[src/rtl/pool_pkg.sv]
// Shared definitions for the 2x2 stride-2 pooling stage: mode codes, FSM
// state encoding and the accumulator width used by the per-channel lanes.
package pool_pkg;

  localparam logic POOL_AVG = 1'b0;
  localparam logic POOL_MAX = 1'b1;

  typedef enum logic [1:0] {
    ST_IDLE  = 2'd0,
    ST_RUN   = 2'd1,
    ST_FLUSH = 2'd2,
    ST_DONE  = 2'd3
  } pool_state_e;

  // Two guard bits hold the sum of four signed pixels without overflow.
  function automatic int ACC_W(input int data_w);
    return data_w + 2;
  endfunction

endpackage

[src/rtl/pool_layer_stream_lane.sv]
// One channel of the pooling datapath: half-row partial buffer, hold register
// for the odd-row running value, combine and final shift/select.
module pool_lane
  import pool_pkg::*;
#(
  parameter int DATA_W = 32,
  parameter int NWIN   = 3,
  parameter int WIN_W  = 2
) (
  input  logic                     clk,
  input  logic                     max_mode_i,
  input  logic                     wr_en_i,
  input  logic                     row_odd_i,
  input  logic                     col_odd_i,
  input  logic [WIN_W-1:0]         win_i,
  input  logic signed [DATA_W-1:0] pix_i,
  output logic signed [DATA_W-1:0] result_o
);

  localparam int AW = ACC_W(DATA_W);

  logic signed [AW-1:0] part_q [NWIN];
  logic signed [AW-1:0] hold_q;
  logic signed [AW-1:0] pix_ext;
  logic signed [AW-1:0] lhs;
  logic signed [AW-1:0] comb;
  logic signed [AW-1:0] avg_shift;

  always_comb begin
    pix_ext = AW'(pix_i);
    // The closing pixel of a window combines with the hold value; every other
    // combine works against the column pair's partial entry.
    lhs = (row_odd_i && col_odd_i) ? hold_q : part_q[win_i];
    if (max_mode_i) begin
      comb = (pix_ext > lhs) ? pix_ext : lhs;
    end else begin
      comb = lhs + pix_ext;
    end
    avg_shift = comb >>> 2;
    result_o  = max_mode_i ? comb[DATA_W-1:0] : avg_shift[DATA_W-1:0];
  end

  // Partial entries need no reset: the even-row, even-column beat always
  // writes an entry before anything reads it.
  always_ff @(posedge clk) begin
    if (wr_en_i) begin
      if (!row_odd_i) begin
        part_q[win_i] <= col_odd_i ? comb : pix_ext;
      end else if (!col_odd_i) begin
        hold_q <= comb;
      end
    end
  end

endmodule

[src/rtl/pool_layer_stream.sv]
// 2x2 stride-2 average/max pooling over a raster-order feature-map stream.
// Handshake: a beat moves on either port exactly in a cycle where valid && ready.
module pool_layer_stream
  import pool_pkg::*;
#(
  parameter int DATA_W   = 32,
  parameter int CHANNELS = 1,
  parameter int FM_W     = 6,
  parameter int FM_H     = 6
) (
  input  logic                         clk,
  input  logic                         rst_n,
  input  logic                         start,
  input  logic                         mode,
  input  logic [CHANNELS*DATA_W-1:0]   in_data,
  input  logic                         in_valid,
  output logic                         in_ready,
  output logic [CHANNELS*DATA_W-1:0]   out_data,
  output logic                         out_valid,
  input  logic                         out_ready,
  output logic                         busy,
  output logic                         done,
  output logic [1:0]                   dbg_state
);

  localparam int  NWIN   = FM_W / 2;
  localparam int  WIN_W  = (NWIN > 1) ? $clog2(NWIN) : 1;
  localparam int  CW     = $clog2(FM_W);
  localparam int  RW     = $clog2(FM_H);
  localparam bit  ODD_W  = (FM_W % 2) != 0;
  localparam bit  ODD_H  = (FM_H % 2) != 0;

  pool_state_e                state_q;
  logic [CW-1:0]              col_q;
  logic [RW-1:0]              row_q;
  logic                       mode_q;
  logic                       out_valid_q;
  logic [CHANNELS*DATA_W-1:0] out_data_q;
  logic [CHANNELS*DATA_W-1:0] result_d;

  logic             accept;
  logic             last_col;
  logic             last_row;
  logic             discard;
  logic             win_done;
  logic [WIN_W-1:0] win;

  assign in_ready  = (state_q == ST_RUN) && (!out_valid_q || out_ready);
  assign accept    = in_valid && in_ready;
  assign last_col  = (col_q == CW'(FM_W - 1));
  assign last_row  = (row_q == RW'(FM_H - 1));
  // A trailing odd column/row has no partner; its beats are consumed unused.
  assign discard   = (ODD_W && last_col) || (ODD_H && last_row);
  assign win_done  = accept && !discard && row_q[0] && col_q[0];
  assign win       = WIN_W'(col_q >> 1);

  for (genvar c = 0; c < CHANNELS; c++) begin : g_lane
    pool_lane #(
      .DATA_W (DATA_W),
      .NWIN   (NWIN),
      .WIN_W  (WIN_W)
    ) u_lane (
      .clk        (clk),
      .max_mode_i (mode_q == POOL_MAX),
      .wr_en_i    (accept && !discard),
      .row_odd_i  (row_q[0]),
      .col_odd_i  (col_q[0]),
      .win_i      (win),
      .pix_i      (in_data[c*DATA_W +: DATA_W]),
      .result_o   (result_d[c*DATA_W +: DATA_W])
    );
  end

  always_ff @(posedge clk) begin
    if (!rst_n) begin
      state_q     <= ST_IDLE;
      col_q       <= '0;
      row_q       <= '0;
      mode_q      <= POOL_AVG;
      out_valid_q <= 1'b0;
      out_data_q  <= '0;
    end else begin
      // win_done implies the slot is free or draining this cycle.
      if (win_done) begin
        out_valid_q <= 1'b1;
        out_data_q  <= result_d;
      end else if (out_valid_q && out_ready) begin
        out_valid_q <= 1'b0;
      end

      case (state_q)
        ST_IDLE: begin
          if (start) begin
            mode_q  <= mode;
            col_q   <= '0;
            row_q   <= '0;
            state_q <= ST_RUN;
          end
        end
        ST_RUN: begin
          if (accept) begin
            if (last_col) begin
              col_q <= '0;
              row_q <= last_row ? '0 : row_q + RW'(1);
            end else begin
              col_q <= col_q + CW'(1);
            end
            if (last_col && last_row) begin
              state_q <= ST_FLUSH;
            end
          end
        end
        ST_FLUSH: begin
          if (!out_valid_q || out_ready) begin
            state_q <= ST_DONE;
          end
        end
        ST_DONE: begin
          state_q <= ST_IDLE;
        end
        default: begin
          state_q <= ST_IDLE;
        end
      endcase
    end
  end

  assign out_valid = out_valid_q;
  assign out_data  = out_data_q;
  assign busy      = (state_q != ST_IDLE);
  assign done      = (state_q == ST_DONE);
  assign dbg_state = state_q;

endmodule
[config.mk]
export PLATFORM = sky130hd
export DESIGN_NAME = pool_layer_stream
export DESIGN_NICKNAME = d
export VERILOG_FILES = /design/src/rtl/pool_pkg.sv /design/src/rtl/pool_layer_stream_lane.sv /design/src/rtl/pool_layer_stream.sv
export SDC_FILE = /design/constraint.sdc
export NUM_CORES = 1
export LEC_CHECK = 0
export CAP_MARGIN = 10
export CELL_PAD_IN_SITES_DETAIL_PLACEMENT = 1
export CELL_PAD_IN_SITES_GLOBAL_PLACEMENT = 1
export CORE_ASPECT_RATIO = 0.5
export CORE_UTILIZATION = 40
export CTS_BUF_LIST = sky130_fd_sc_hd__clkbuf_2
export CTS_CLUSTER_SIZE = 25
export DETAILED_ROUTE_END_ITERATION = 8
export GPL_TIMING_DRIVEN = 0
export PLACE_DENSITY_LB_ADDON = 0.1
export SETUP_SLACK_MARGIN = 0.05
export SLEW_MARGIN = 15
export SYNTH_ARGS = -nofsm -noshare
export SYNTH_HDL_FRONTEND = slang
export SYNTH_SLANG_ARGS = --single-unit
[constraint.sdc]
create_clock -name clk -period 4.8 [get_ports clk]
set_clock_uncertainty 0.05 [all_clocks]
set_input_delay 0.96 -clock clk [delete_from_list [all_inputs] [get_ports clk]]
set_output_delay 0.96 -clock clk [all_outputs]
set_load 0.005 [all_outputs]
==> out/results.tsv, run 1 <==
stage	metric	value	unit
critical_path	crit-path max FO	10	
sta	final setup fails	0	
cells_and_area	number of nets in the layout	1400	
cells_and_area	P&R area growth vs syn	20.5	%
clock_tree	total CTS buffers	17	
cells_and_area	final core utilization	49.6	%
synth	share of the synthesized area in the top cell type	37.1	%
synth	commonest cells in the netlist	nor2_1, edfxtp_1, a21oi_1	
place	PortBufs	75	
critical_path	crit path kind	reg2reg	
clock_tree	clock-pin slew of the registers on the worst-case setup and hold paths	0.28	ns
synth	leading area contributor after synthesis	edfxtp_1	
cells_and_area	Fill cells	3000	
sta	Slew Limit Fails	0	
synth	Avg Cell Area, Syn	9.63	µm²
power	LEAKAGE	4.96	nW
critical_path	Crit. End Element	register	
synth	Netlist Area Pre-Place	11000	µm²
job	Max Cap Viol	0	
clock_tree	Skew-Pair Late Insertion Delay	0.90	ns
sta	Tcrit/Tclk final	97.3	%
critical_path	worst r2r dst	g_lane[0].u_lane.part_q[0][11]	
place	placed wire-length estimate	30000	µm
clock_tree	clk sinks	180	
grt	global-route wire length before repair	60200	µm
floorplanning	CORE AREA	26700	µm²
synth	ranking of synthesized cells by area	edfxtp_1, ha_1, dfxtp_1	
clock_tree	CTS tree	yes	
power	Power Density	395	nW/µm²
routing	Metal-1 WL	19500	µm
critical_path	family with the most delay on the worst path	compound AO/OA/AOI/OAI gates	
routing	DR vias	9521	
critical_path	crit-path max cell delay	0.57	ns
routing	routed len/inst	24.6	µm
sta	Rel. slew slack	38.4	%
floorplanning	Die X	237	µm
routing	max layer used	met4	
floorplanning	die height	119	µm
floorplanning	die area	28300	µm²
sta	unrepaired setup endpoints after global routing	true	
critical_path	arrival time worst endpoint	5.22	ns
routing	length of routed met2 wiring	18100	µm
synth	FFs w/ async S/R, synth	0	%
grt	initial antenna violation count	2	
routing	drt first pass iters	5	
synth	Mapped Nets	1265	
routing	final WL	40500	µm
critical_path	instance count on the critical path	17	
critical_path	CP Launch Type	register	
routing	detailed-route vias per instance	5.79	
synth	YS warnings	0	
synth	EDFF count, synth	136	
cells_and_area	share of layout cells above drive strength 1	15.6	%
sta	hold_ws	0.464	ns
floorplanning	Starting Density	41.2	%
grt	largest net degree at the start of global routing	17	
cells_and_area	fin area	13300	µm²
power	Max VDD drop	0.000140	V
grt	GR Overflow Total	0	
routing	WL met3	2440	µm
sta	post-route minimum period	4.67	ns
sta	FMAX	214	MHz
clock_tree	CTS root buffer	clkbuf_2	
synth	cells after synthesis	1144	
routing	number of remaining DRC errors	0	
synth	Distinct cells, synth	74	
sta	Hold Fails Final Rpt	0	
grt	overall routing resource usage	29.1	%
critical_path	Slowest-stage cell, CP	or4_4	
critical_path	critical path cell sequence	buf_12, buf_12, mux2i_1, nor2_1, a21oi_1, nor2_1, a21oi_2, ha_4, nand4_1, or4_4, nor4_4, o22a_2, o211ai_4, buf_6, buf_4, o211ai_1, a31oi_4	
critical_path	worst setup path endpoint	g_lane[0].u_lane.part_q[0][11]	
sta	Tightest Pin Transition	0.925	ns
run_status	status	finished clean	
synth	top_reg_cell synth	edfxtp_1	
synth	post-synthesis sequential area ratio	45.1	%
routing	ANT nets after route	0	
floorplanning	row count	42	
hold_path	Hold Crit Class	reg2reg	
critical_path	Reg2Reg Depth	17	
clock_tree	CTS max path bufs	2	
critical_path	worst path required time	5.34	ns
routing	iteration-0 DRC count of the detailed router	710	
clock_tree	H-tree Lvls	4	
synth	#FFs+latches synth	180	
critical_path	CP Buf/Inv Count	4	
place	Post-DP Area	12400	µm²
critical_path	Worst R2R Setup Slack	0.13	ns
clock_tree	Hold-fix buffers, CTS	0	
floorplanning	I/O pins	76	
grt	vias in the first global route	9618	
synth	top-count cell post-synth	nor2_1	
place	Final Wtd Congestion	0.925	
## sequential cells by signal, indices dropped and copies added, names as in the netlist, named ones only
name and count:
row_q 3, dbg_state 2, col_q 3, out_valid 1, mode_q 1, g_lane.u_lane.part_q 102
g_lane.u_lane.hold_q 34, out_data 32
## where the power goes
part / switching (mW) / total, mW / leakage (nW) / internal [mW]
logic: 1.62 / 2.58 / 3.23 / 0.962
clock network: 0.580 / 0.774 / 0.137 / 0.194
registers: 0.0357 / 1.89 / 1.59 / 1.86
total: 2.24 / 5.25 / 4.96 / 3.02
## worst reg2reg max path, cell delays in order (launching register included)
cell and delay, ns:
dfxtp_4 0.53, buf_12 0.17, buf_12 0.15, mux2i_1 0.22, nor2_1 0.06, a21oi_1 0.12
nor2_1 0.07, a21oi_2 0.25, ha_4 0.20, nand4_1 0.20, or4_4 0.57, nor4_4 0.32
o22a_2 0.21, o211ai_4 0.16, buf_6 0.22, buf_4 0.20, o211ai_1 0.44, a31oi_4 0.23
## per-layer routing
metal | track usage [%] | vias up
met5 | 0 | -
met4 | 7.26 | 0
li1 | - | 4424
met2 | 45.3 | 305
met1 | 41.7 | 4760
met3 | 5.31 | 32
## how the worst min path moves through the flow
stage	start	end	slack, ns	cells past startpoint
floorplan	row_q[2]	row_q[2]	0.40	2
global placement	row_q[2]	row_q[2]	0.41	2
detailed placement	row_q[2]	row_q[2]	0.44	2
CTS	row_q[2]	row_q[2]	0.46	2
global route	row_q[2]	row_q[2]	0.51	2
finish	row_q[2]	row_q[2]	0.46	2
## per-stage QoR
| stage | power, mW | std cells | TNS (ns) | setup slack (ns) |
|---|---|---|---|---|
| 2_1_floorplan | 3.44 | 1144 | 0 | 0.169 |
| 3_3_place_gp | 4.12 | 1571 | -636.96 | -3.23 |
| 3_5_place_dp | 4.22 | 1588 | -274.53 | -2.10 |
| 4_1_cts | 5.06 | 1621 | 0 | 0.0456 |
| 5_1_grt | 5.55 | 1645 | -0.318 | -0.0341 |
| 6_report | 5.25 | 1645 | 0 | 0.130 |
## repair_timing
action / in CTS / in global routing
setup buffers: 9 / 23
pin swaps: 6 / 14
setup endpoints to repair: 168 / 131
cloned: 0 / 2
resized for setup: 70 / 59
endpoints found under the hold margin: 0 / 0
## cell type report
| class | instances | area (µm²) | share of cell area [%] |
|---|---|---|---|
| sequential | 180 | 4980 | 37.5 |
| antenna | 1 | 2.50 | 0.0188 |
| clock buffer | 19 | 95.1 | 0.716 |
| tap | 352 | 440 | 3.32 |
| clock inverter | 13 | 110 | 0.829 |
| inverter | 73 | 274 | 2.06 |
| timing repair buffer | 126 | 1210 | 9.08 |
| buffer | 47 | 353 | 2.66 |
| multi-input combinational | 834 | 5820 | 43.8 |
## cell usage in the layout (no fill, tap or decap), types with 15 or more instances in the layout
master / instances
xnor2_1: 27
clkdlybuf4s50_1: 75
clkbuf_2: 22
nor2_1: 138
a21oi_1: 94
o211ai_1: 19
buf_6: 15
edfxtp_1: 136
nor3_1: 29
mux2i_1: 40
dfxtp_1: 40
o21ai_0: 62
a31oi_1: 18
inv_1: 71
ha_1: 74
buf_4: 45
nand2_1: 84
clkbuf_1: 23
mux2_2: 24
## logic make-up after synthesis
group           after synthesis  synth area share (%)
simple gates                342                  14.2
mux                          67                  6.41
fa+ha+maj                    83                  9.49
flops                       180                  45.1
compound gates              314                  17.9
buf+inv                     130                  4.74
xor+xnor                     28                  2.23
No activity file was read; power rests on OpenSTA's default activity.
==> inputs of run 2 (changes only) <==
--- a/config.mk
+++ b/config.mk
@@ -9,6 +9,7 @@
 export CELL_PAD_IN_SITES_DETAIL_PLACEMENT = 1
 export CELL_PAD_IN_SITES_GLOBAL_PLACEMENT = 1
 export CORE_ASPECT_RATIO = 0.5
+export CORE_MARGIN = 4
 export CORE_UTILIZATION = 40
 export CTS_BUF_LIST = sky130_fd_sc_hd__clkbuf_2
 export CTS_CLUSTER_SIZE = 25
==> constraint.sdc (replaced) <==
create_clock -name clk -period 4.8 [get_ports clk]
set_clock_uncertainty 0.05 [all_clocks]
set_input_delay 1.2 -clock clk [delete_from_list [all_inputs] [get_ports clk]]
set_output_delay 1.2 -clock clk [all_outputs]
set_load 0.005 [all_outputs]
==> run 2 against run 1 <==
Compared with the run above: via count up 0.60%; global-route usage is 2.7 points lower; sequential cell count unchanged; combinational power is 2% higher; largest cell class unchanged; clock power up 7.5%.
==> out/results.tsv, run 2 (same netlist as run 1, synthesis figures left out) <==
stage	metric	value	unit	change
clock_tree	CTS tree	yes		unchanged
grt	initial antenna violation count	1		was 2
cells_and_area	Fill cells	3036		was 3000
sta	setup TNS	0	ns	unchanged
routing	drt first pass iters	5		unchanged
sta	Hold Fails Final Rpt	0		unchanged
floorplanning	Starting Density	41.2	%	unchanged
sta	FMAX	212	MHz	was 214 MHz
floorplanning	CORE AREA	26700	µm²	unchanged
clock_tree	Hold-fix buffers, CTS	0		unchanged
sta	Rel. slew slack	35.8	%	was 38.4%
cells_and_area	share of layout cells above drive strength 1	16.4	%	was 15.6%
place	PortBufs	75		unchanged
routing	ANT nets after route	0		unchanged
cells_and_area	P&R area growth vs syn	21.9	%	was 20.5%
sta	unrepaired setup endpoints after global routing	true		unchanged
clock_tree	Skew-Pair Late Insertion Delay	0.90	ns	about the same
sta	Tcrit/Tclk final	98.3	%	was 97.3%
power	Clock Power Share	15.5	%	was 14.7%
place	placed wire-length estimate	30600	µm	was 30000 µm
cells_and_area	Non-Filler Instances	1648		was 1645
routing	final WL	41400	µm	was 40500 µm
routing	detailed-route vias per instance	5.81		was 5.79
routing	iteration-0 DRC count of the detailed router	745		was 710
grt	vias in the first global route	9815		was 9618
sta	final setup fails	0		unchanged
grt	largest net degree at the start of global routing	17		unchanged
power	Max VDD drop	0.000208	V	was 0.000140 V
floorplanning	die height	125	µm	was 119 µm
cells_and_area	commonest non-fill, non-tap cell in the layout	nor2_1		unchanged
power	Internal	3.09	mW	was 3.02 mW
sta	post-route minimum period	4.72	ns	was 4.67 ns
power	LEAKAGE	4.98	nW	was 4.96 nW
clock_tree	clock-pin slew of the registers on the worst-case setup and hold paths	0.29	ns	was 0.28 ns
grt	overall routing resource usage	26.4	%	was 29.1%
cells_and_area	final core utilization	50.2	%	was 49.6%
power	Tot Pwr	5.37	mW	was 5.25 mW
critical_path	arrival time worst endpoint	5.31	ns	was 5.22 ns
clock_tree	total CTS buffers	17		unchanged
sta	hold_ws	0.473	ns	was 0.464 ns
job	Max Cap Viol	0		unchanged
cells_and_area	max FFs per register	102		unchanged
sta	Tightest Pin Transition	0.963	ns	was 0.925 ns
power	Power Density	400	nW/µm²	was 395 nW/µm²
routing	DR vias	9578		was 9521
place	Post-DP Area	12400	µm²	about the same
cells_and_area	fin area	13400	µm²	was 13300 µm²
power	Reg power frac	35.3	%	was 36.1%
cells_and_area	area occupied by registers	4980	µm²	unchanged
floorplanning	die area	30400	µm²	was 28300 µm²
power	Comb pwr share	49.2	%	about the same
floorplanning	row count	42		unchanged
sta	Slew Limit Fails	0		unchanged
grt	GR Overflow Total	0		unchanged
floorplanning	I/O pins	76		unchanged
routing	number of remaining DRC errors	0		unchanged
cells_and_area	number of nets in the layout	1403		was 1400
clock_tree	clk sinks	180		unchanged
critical_path	crit path kind	reg2reg		unchanged
clock_tree	CTS root buffer	clkbuf_2		unchanged
hold_path	Hold Crit Class	reg2reg		unchanged
clock_tree	H-tree Lvls	4		unchanged
power	Psw	2.27	mW	was 2.24 mW
critical_path	Crit. End Element	register		unchanged
place	Placement Setup Slack	-2.13	ns	was -2.10 ns
critical_path	crit-path max FO	10		unchanged
cells_and_area	multi-input logic area	5900	µm²	was 5820 µm²
grt	global-route wire length before repair	60400	µm	was 60200 µm
run_status	status	finished clean		unchanged
sta	final worst setup slack	0.0815	ns	was 0.130 ns
place	Final Wtd Congestion	0.896		was 0.925
clock_tree	CTS max path bufs	2		unchanged
place	placed cell count	1586		was 1588
critical_path	CP Launch Type	register		unchanged
cells_and_area	largest reg by FF count	g_lane.u_lane.part_q		unchanged
power	sw frac	42.4	%	was 42.6%
floorplanning	Die X	243	µm	was 237 µm
routing	routed len/inst	25.1	µm	was 24.6 µm
critical_path	worst path required time	5.39	ns	was 5.34 ns
cells_and_area	most frequent cells in the layout	nor2_1, edfxtp_1, a21oi_1		unchanged
## run 2: final timing paths
kind         slack [ns]     start                       endpoint  cells past startpoint
max                0.08  register  g_lane[0].u_lane.part_q[2][7]                     19
max reg2reg        0.08  register  g_lane[0].u_lane.part_q[2][7]                     19
min                0.47  row_q[2]                       row_q[2]                      2
min reg2reg        0.47  row_q[2]                       row_q[2]                      2
## run 2: area by class of cell
type	instances	share of cell area, %
Buffer	47	2.75
Clock buffer	20	0.745
Timing Repair Buffer	129	9.20
Antenna cell	1	0.0186
Multi-Input combinational cell	834	43.9
Tap cell	352	3.28
Inverter	73	2.04
Clock inverter	12	0.978
Sequential cell	180	37.1
## run 2: power by group through the flow
stage	Sequential (mW)	Clock, mW	Combinational [mW]
3_5_place_dp	1.92	0	2.30
6_report	1.89	0.832	2.64
5_1_grt	1.90	0.914	2.86
4_1_cts	1.89	0.846	2.38
3_3_place_gp	1.92	0	2.20
2_1_floorplan	1.92	0	1.52
## run 2: per-layer routing
metal / vias to the layer above / global-route usage (%) / wire length, µm
met3: 53 / 6.42 / 2620
li1: 4422 / - / -
met5: - / 0 / 0
met2: 283 / 41.2 / 18600
met4: 0 / 6.31 / 731
met1: 4820 / 37.4 / 19400
## run 2: critical path, cell delays in order, from the launching register on
cell and delay (ns):
dfxtp_4 0.54, buf_12 0.18, buf_12 0.14, mux2i_1 0.20, nor2_1 0.05, a21oi_1 0.22
nor2_4 0.06, a21oi_4 0.21, ha_4 0.18, nand4_1 0.18, or4_4 0.60, nor4_4 0.31
o22a_2 0.22, o211ai_4 0.15, buf_6 0.18, buf_4 0.17, nor2_1 0.15, a211oi_2 0.08
or2_1 0.26, mux2_2 0.30
## run 2: repair_timing
action                                  CTS  global route
gates resized for setup                  72            75
gates cloned                              0             2
pin swaps                                 5            17
setup buffers                            11            26
endpoints found under the setup margin  168           118
==> inputs of run 3 (changes only) <==
--- a/config.mk
+++ b/config.mk
@@ -10,12 +10,12 @@
 export CELL_PAD_IN_SITES_GLOBAL_PLACEMENT = 1
 export CORE_ASPECT_RATIO = 0.5
 export CORE_MARGIN = 4
-export CORE_UTILIZATION = 40
+export CORE_UTILIZATION = 44
 export CTS_BUF_LIST = sky130_fd_sc_hd__clkbuf_2
 export CTS_CLUSTER_SIZE = 25
 export DETAILED_ROUTE_END_ITERATION = 8
 export GPL_TIMING_DRIVEN = 0
-export PLACE_DENSITY_LB_ADDON = 0.1
+export PLACE_DENSITY = 0.86
 export SETUP_SLACK_MARGIN = 0.05
 export SLEW_MARGIN = 15
 export SYNTH_ARGS = -nofsm -noshare
==> run 3 against run 2 <==
Compared with the run above: via count is 2.6% higher; non-clock buffer count is 13 lower; final area is 1.2% lower; final cell count is 1.6% lower; clock power is 5.2% higher; register-to-register slack better by 0.03 ns; die area is 8.7% lower; core utilization is 4.3 points higher; sequential cell count stayed put; combinational power is 2% lower; critical path depth is 2 lower; sequential power hardly changed; critical path type unchanged; critical endpoint is now g_lane[0].u_lane.part_q[0][30].
==> out/results.tsv, run 3 (same netlist as run 1, synthesis figures left out) <==
stage	metric	value	unit	change
critical_path	worst path required time	5.52	ns	was 5.39 ns
critical_path	crit path kind	reg2reg		unchanged
floorplanning	die height	120	µm	was 125 µm
routing	ANT nets after route	0		unchanged
grt	largest net degree at the start of global routing	17		unchanged
sta	final worst setup slack	0.110	ns	was 0.0815 ns
grt	global-route wire length before repair	60100	µm	was 60400 µm
floorplanning	I/O pins	76		unchanged
floorplanning	Starting Density	45.3	%	was 41.2%
power	LEAKAGE	4.93	nW	was 4.98 nW
cells_and_area	largest reg by FF count	g_lane.u_lane.part_q		unchanged
clock_tree	CTS root buffer	clkbuf_2		unchanged
routing	drt first pass iters	6		was 5
floorplanning	die area	27800	µm²	was 30400 µm²
cells_and_area	commonest non-fill, non-tap cell in the layout	nor2_1		unchanged
grt	met1 Track Usage GR	39.0	%	was 37.4%
critical_path	CP Launch Type	register		unchanged
sta	post-route minimum period	4.69	ns	was 4.72 ns
cells_and_area	number of nets in the layout	1390		was 1403
run_status	status	finished clean		unchanged
clock_tree	total CTS buffers	17		unchanged
cells_and_area	Non-Filler Instances	1621		was 1648
critical_path	Crit. End Element	register		unchanged
clock_tree	Hold-fix buffers, CTS	0		unchanged
place	Placement Setup Slack	-2.04	ns	was -2.13 ns
clock_tree	clk sinks	180		unchanged
grt	overall routing resource usage	28.7	%	was 26.4%
hold_path	Hold Crit Class	reg2reg		unchanged
place	placed cell count	1569		was 1586
power	Tot Pwr	5.37	mW	about the same
routing	final WL	40400	µm	was 41400 µm
sta	Tcrit/Tclk final	97.7	%	was 98.3%
power	Max VDD drop	0.000199	V	was 0.000208 V
critical_path	crit-path max FO	10		unchanged
sta	hold_ws	0.475	ns	was 0.473 ns
place	placed wire-length estimate	29800	µm	was 30600 µm
critical_path	arrival time worst endpoint	5.41	ns	was 5.31 ns
floorplanning	CORE AREA	24300	µm²	was 26700 µm²
grt	vias in the first global route	9927		was 9815
sta	FMAX	213	MHz	was 212 MHz
sta	unrepaired setup endpoints after global routing	true		unchanged
grt	GR Overflow Total	0		unchanged
sta	Rel. slew slack	35.1	%	was 35.8%
clock_tree	Skew-Pair Late Insertion Delay	0.97	ns	was 0.90 ns
sta	Slew Limit Fails	0		unchanged
clock_tree	H-tree Lvls	4		unchanged
routing	iteration-0 DRC count of the detailed router	912		was 745
cells_and_area	P&R area growth vs syn	20.5	%	was 21.9%
floorplanning	row count	40		was 42
grt	met2 Use GR	47.2	%	was 41.2%
cells_and_area	most frequent cells in the layout	nor2_1, edfxtp_1, a21oi_1		unchanged
routing	DR vias	9825		was 9578
sta	setup TNS	0	ns	unchanged
grt	M3 GR Usage	4.53	%	was 6.42%
clock_tree	CTS tree	yes		unchanged
routing	routed len/inst	24.9	µm	was 25.1 µm
clock_tree	clock-pin slew of the registers on the worst-case setup and hold paths	0.29	ns	about the same
job	Max Cap Viol	0		unchanged
sta	Tightest Pin Transition	0.973	ns	was 0.963 ns
place	Final Wtd Congestion	0.926		was 0.896
routing	detailed-route vias per instance	6.06		was 5.81
cells_and_area	share of layout cells above drive strength 1	14.5	%	was 16.4%
grt	Most Used Layer, Global Route	met2		unchanged
cells_and_area	Fill cells	2727		was 3036
place	PortBufs	75		unchanged
sta	final setup fails	0		unchanged
power	Power Density	404	nW/µm²	was 400 nW/µm²
clock_tree	CTS max path bufs	2		unchanged
cells_and_area	max FFs per register	102		unchanged
sta	Hold Fails Final Rpt	0		unchanged
grt	initial antenna violation count	2		was 1
floorplanning	Die X	232	µm	was 243 µm
routing	number of remaining DRC errors	0		unchanged
-- run 3: changes by cell type in the layout (fill, tap and decap cells not counted), moves of 4 or more --
| cell | before | now |
|---|---|---|
| a31oi_2 | 1 | 5 |
| ha_1 | 71 | 76 |
| buf_4 | 45 | 29 |
| o21ai_2 | 5 | 1 |
-- run 3: final timing paths --
kind         startpoint  slack, ns  cells past startpoint                        endpoint
min reg2reg    row_q[2]       0.48                      2                        row_q[2]
max reg2reg    register       0.11                     17  g_lane[0].u_lane.part_q[0][30]
min            row_q[2]       0.48                      2                        row_q[2]
max            register       0.11                     17  g_lane[0].u_lane.part_q[0][30]
-- run 3: final cells by class --
| class | instances | area (µm²) | share of cell area [%] |
|---|---|---|---|
| Clock inverter | 14 | 159 | 1.20 |
| Multi-Input combinational cell | 834 | 5850 | 44.1 |
| Timing Repair Buffer | 115 | 1120 | 8.46 |
| Sequential cell | 180 | 4980 | 37.5 |
| Buffer | 48 | 368 | 2.77 |
| Clock buffer | 18 | 90.1 | 0.679 |
| Inverter | 73 | 274 | 2.06 |
| Antenna cell | 3 | 7.51 | 0.0566 |
| Tap cell | 336 | 420 | 3.17 |
-- run 3: metrics by stage --
stage	utilization, %	cell area (µm²)
2_1_floorplan	-	11000
3_3_place_gp	50.2	12200
3_5_place_dp	50.9	12400
4_1_cts	53.5	13000
5_1_grt	54.6	13300
6_report	54.6	13300
-- run 3: what timing repair did --
action / CTS / global route
setup endpoints to repair: 168 / 123
resized for setup: 77 / 57
buffers inserted: 19 / 6
pin swaps: 16 / 12
gates cloned: 1 / 0
endpoints found under the hold margin: 0 / 0
-- run 3: critical path: stages (launching register included) --
cell,delay [ns]
dfxtp_4,0.48
buf_8,0.19
buf_12,0.17
mux2i_1,0.19
nor2_1,0.07
a21oi_2,0.17
nor2_4,0.05
a21oi_4,0.18
ha_4,0.18
nand4_1,0.27
or4_4,0.65
nor4_4,0.25
nand4_1,0.21
o211ai_4,0.27
buf_6,0.19
mux2_4,0.30
a211o_1,0.32
mux2_2,0.31
-- run 3: power breakdown --
group          switching [mW]  internal [mW]  total, mW  leakage (nW)
clock                   0.584          0.291      0.875         0.151
sequential             0.0333           1.86       1.89          1.59
combinational            1.64          0.953       2.60          3.20
total                    2.26           3.10       5.37          4.93
-- run 3: per-layer routing --
metal / up-vias / part of all wire (%)
met3: 107 / 7.5
met4: 0 / 3.1
li1: 4412 / -
met1: 4897 / 43
met5: - / 0
met2: 409 / 46
==> variant 1, RTL diff (config.mk and constraints of run 2) <==
Change the parameter `FM_W` from 6 to 8.
--- a/src/rtl/pool_layer_stream.sv
+++ b/src/rtl/pool_layer_stream.sv
@@ -5,7 +5,7 @@
 #(
   parameter int DATA_W   = 32,
   parameter int CHANNELS = 1,
-  parameter int FM_W     = 6,
+  parameter int FM_W     = 8,
   parameter int FM_H     = 6
 ) (
   input  logic                         clk,
Behaviour: not the same (Yosys sat finds a counterexample within 10 cycles, from zero or initial values and one cycle with rst_n low).
==> variant 1 against run 2 <==
Critical path depth grew 1; final area increased by 23%; sequential cell count is 34 higher; sequential power up 20%; critical path type unchanged; worst setup slack lost 0.16 ns; synthesized cell count shrank 4.5%; synthesized area up 12%; power increased by 31%; largest power group unchanged; sequential share of layout area decreased by 0.89 points; maximum frequency is 3.2% lower; critical endpoint is now g_lane[0].u_lane.part_q[0][9]; wire length grew 20%; die area grew 11%; the run now ends with setup timing left; worst hold slack gained 0.026 ns; largest cell class unchanged.
==> variant 1: results (changes against run 2) <==
die-area_um2: 33800  # +11%
grt_max_degree: 26  # +9
cp.arrival_ns: 5.46  # +0.15 ns
setup_viol: 35  # +35
synth.area.top_cells: "edfxtp_1 (42%), ha_1 (8.6%), dfxtp_1 (7.2%)"
grt_pass1_wl_um: 68300  # +13%
critPathTopFamily: "buffers and inverters"
pre_cts_ws_ns: -2.20  # -0.0785 ns
cts_buffers: 49  # +32
multi_input_area_um2: 7070  # +20%
peakVddDrop_uv: 211  # +1.7%
slew_headroom_pct: 3.33  # -32 points
cts_buffer_depth: 3  # +1
place_area_um2: 13800  # +11%
nets: 1433  # +2.1%
reg2reg_depth: 20  # +1
nMultiInputCombCells: 757  # -9.2%
clkSinkCount: 214  # +19%
r2r-end: "g_lane[0].u_lane.part_q[0][9]"
yosys-top-cells-count: "edfxtp_1 (170), o21ai_0 (98), ha_1 (84)"
setup_slack_ns: -0.0739  # -0.155 ns
stdcell_count: 1751  # +6.3%
slowest_delay_ns: 0.52  # -0.08 ns
grt_pass1_vias: 10500  # +6.6%
clockBufferCount: 72  # +260%
gr-usage-all-layers_pct: 27.2  # +0.74 points
largest_register_ffs: 136  # +33%
final_layout_size_suffix_gt1_share_pct: 32.6  # +16 points
dp_hpwl_um: 33700  # +10%
violations: "setup timing"
min-delay-start: "row_q[1]"
cp_slowest_cell: "mux4_2"
fin_tns_setup_ns: -1.19  # -1.19 ns
antenna_found_initial: 0  # -1
fin_hold_ws_ns: 0.499  # +0.0259 ns
status: "finished with violations"
clk_pin_slew_ns: 0.12  # -0.17 ns
seq_area_frac_synth_pct: 48.7  # +3.7 points
nFillCells: 3128  # +3.0%
crit_fanout: 5  # -5
buf_share_pct: 13.4  # +1.5 points
dp_cells: 1577  # -0.57%
cts_max_level: 2  # -2
power_density_nw_per_um2: 424  # +6.1%
clock_area_share_pct: 3.04  # +1.3 points
[variant 1: metal layers]
layer	routed length (µm)	track usage, %
met1	21600	38.8
met2	21900	41.3
met3	4710	6.58
met4	1490	8.00
met5	0	0.694
[variant 1: logic make-up (layout without fill, tap and decap cells)]
logic type      Yosys count  count (layout)  share of synthesized area (%)
compound gates          326             326                           17.2
buf+inv                 122             380                           4.20
other cells               0               1                              0
flops                   214             214                           48.7
simple gates            239             239                           9.00
fa+ha+maj                85              85                           8.72
xor+xnor                 29              29                           2.07
mux                      78              78                           10.1
[variant 1: where the power goes]
group	switching (mW)	internal, mW	leakage (nW)	total [mW]
sequential	0.0382	2.23	1.89	2.27
clock	0.834	0.518	0.361	1.35
combinational	2.06	1.35	3.81	3.41
[variant 1: what timing repair did]
item | in CTS | in global routing
setup buffers | 17 | 61
pin swaps | 17 | 69
setup endpoints to repair | 202 | 201
gates resized for setup | 106 | 269
cloned | 0 | 7
==> variant 2, RTL diff (flow settings as in run 2) <==
Without the edit above. Register the output `dbg_state` once more, cleared by the reset; this adds one clock of latency there. The other outputs are not delayed to match.
--- a/src/rtl/pool_layer_stream.sv
+++ b/src/rtl/pool_layer_stream.sv
@@ -129,6 +129,12 @@
   assign out_data  = out_data_q;
   assign busy      = (state_q != ST_IDLE);
   assign done      = (state_q == ST_DONE);
-  assign dbg_state = state_q;
+  always_ff @(posedge clk) begin
+    if (!rst_n) begin
+      dbg_state <= '0;
+    end else begin
+      dbg_state <= state_q;
+    end
+  end
 
 endmodule
Function: changed (a bounded check fails within 4 cycles, from zero or initial values and one cycle with rst_n low).
==> variant 2 against run 2 <==
Sequential share of layout area grew 0.24 points; sequential cell count grew 2; wire length grew 11%; power grew 5.5%; synthesized area grew 4.7%; combinational power grew 11%; final area grew 0.11%; core utilization shrank 2.2 points; worst setup slack gained 0.063 ns; critical path type unchanged; critical endpoint is now g_lane[0].u_lane.part_q[0][28].
==> variant 2: results (changes against run 2) <==
crit_fanout: 10  # unchanged
antenna_found_initial: 2  # +1
drt_iter0_markers: 948  # +27%
min_path_type: "reg -> reg"
final_layout_size_suffix_gt1_share_pct: 11.0  # -5.4 points
drcViolationCount: 0  # unchanged
cp.arrival_ns: 5.22  # -0.09 ns
gr-usage-all-layers_pct: 28.9  # +2.4 points
pre_cts_ws_ns: -1.74  # +0.390 ns
cts_buffers: 17  # unchanged
slowest_delay_ns: 0.44  # -0.16 ns
yosys-top-cells-count: "nand2_1 (142), edfxtp_1 (136), o21ai_0 (115)"
nets: 1455  # +3.7%
dp_cells: 1697  # +7.0%
yosysWarnings: 0  # unchanged
grt_use_met1_pct: 40.3  # +2.9 points
grt_max_degree: 17  # unchanged
cts_buffer_depth: 2  # unchanged
cts_max_level: 4  # unchanged
power_leakage_nw: 5.09  # +2.2%
synthCells: 1225  # +7.1%
diodes: 0  # -1
gp_congestion: 0.946  # +5.6%
cp_slowest_cell: "dfxtp_4"
vias: 10400  # +8.4%
peakVddDrop_uv: 191  # -8.2%
status: "completed"
synth_cell_types: 74  # unchanged
place_area_um2: 12900  # +4.2%
met3_usage_pct: 6.56  # +0.14 points
clkLatencyLatePin_ns: 0.89
grt_pass1_wl_um: 67100  # +11%
dp_hpwl_um: 35700  # +17%
seq_area_frac_synth_pct: 43.4  # -1.7 points
grtUsageMet2_pct: 45.7  # +4.5 points
synth_top_area_share_pct: 35.4  # -1.7 points
post_drt_wl_per_cell_um: 26.5  # +5.6%
synth.area.top_cells: "edfxtp_1 (35%), ha_1 (8.9%), dfxtp_1 (8.0%)"
clk_pin_slew_ns: 0.24  # -0.05 ns
syn_nets: 1346  # +6.4%
tightest_slew_ns: 1.31  # +0.342 ns
drtPass1Iterations: 5  # unchanged
routed_wl_um: 45900  # +11%
async_flop_share_pct: 0  # unchanged
critPathTopFamily: "compound AO/OA/AOI/OAI gates"
synth-edff-count: 136  # unchanged
root_buffer: "clkbuf_2"
variant 2: cell count changes after synthesis, sizes merged, moves of 15 or more:
cell / change
nand2: +57
nor2: -45
o21ai: +36
mux2: -23
nor3: -20
a21oi: -16
mux2i: +15
variant 2: path summary, 6_finish.rpt:
check / startpoint / end / slack, ns / depth (start not counted)
hold reg to reg: row_q[2] / row_q[2] / 0.49 / 2
setup reg to reg: row_q[0] / g_lane[0].u_lane.part_q[0][28] / 0.14 / 17
setup / recovery: row_q[0] / g_lane[0].u_lane.part_q[0][28] / 0.14 / 17
hold / removal: row_q[2] / row_q[2] / 0.49 / 2
variant 2: timing repair:
action | CTS | global route
gates resized for setup | 69 | 37
pin swaps | 5 | 6
endpoints found under the setup margin | 168 | 162
buffers inserted | 2 | 5
variant 2: logic make-up after synthesis:
kind of cell / Yosys count / share of synthesized area (%)
AOI/OAI and AO/OA: 388 / 21.7
and+or+nand+nor: 341 / 13.5
DFF: 182 / 43.4
buffers and inverters: 144 / 5.08
adders and majority gates: 83 / 9.07
muxes: 59 / 5.14
xor gates and xnor gates: 28 / 2.13
variant 2: final cells by class:
cell class,instances,area [µm²]
Timing Repair Buffer,97,931
Tap cell,382,478
Clock buffer,19,95.1
Clock inverter,13,119
Fill cell,3256,14600
Inverter,72,270
Multi-Input combinational cell,899,6160
Buffer,65,382
Sequential cell,182,5020
variant 2: worst min-delay path: stages, from the launching register on:
cell and delay [ns]:
dfxtp_1 0.39, nand2_1 0.06, a21boi_0 0.07
variant 2: power by group:
part	switching (mW)	internal, mW
Clock	0.602	0.200
Sequential	0.0343	1.90
Combinational	1.96	0.972
variant 2: layer usage:
metal	share of wire, %	up-vias
met3	8.1	56
met4	1.6	2
met1	45	5229
met2	45	403
met5	0.041	-
li1	-	4692
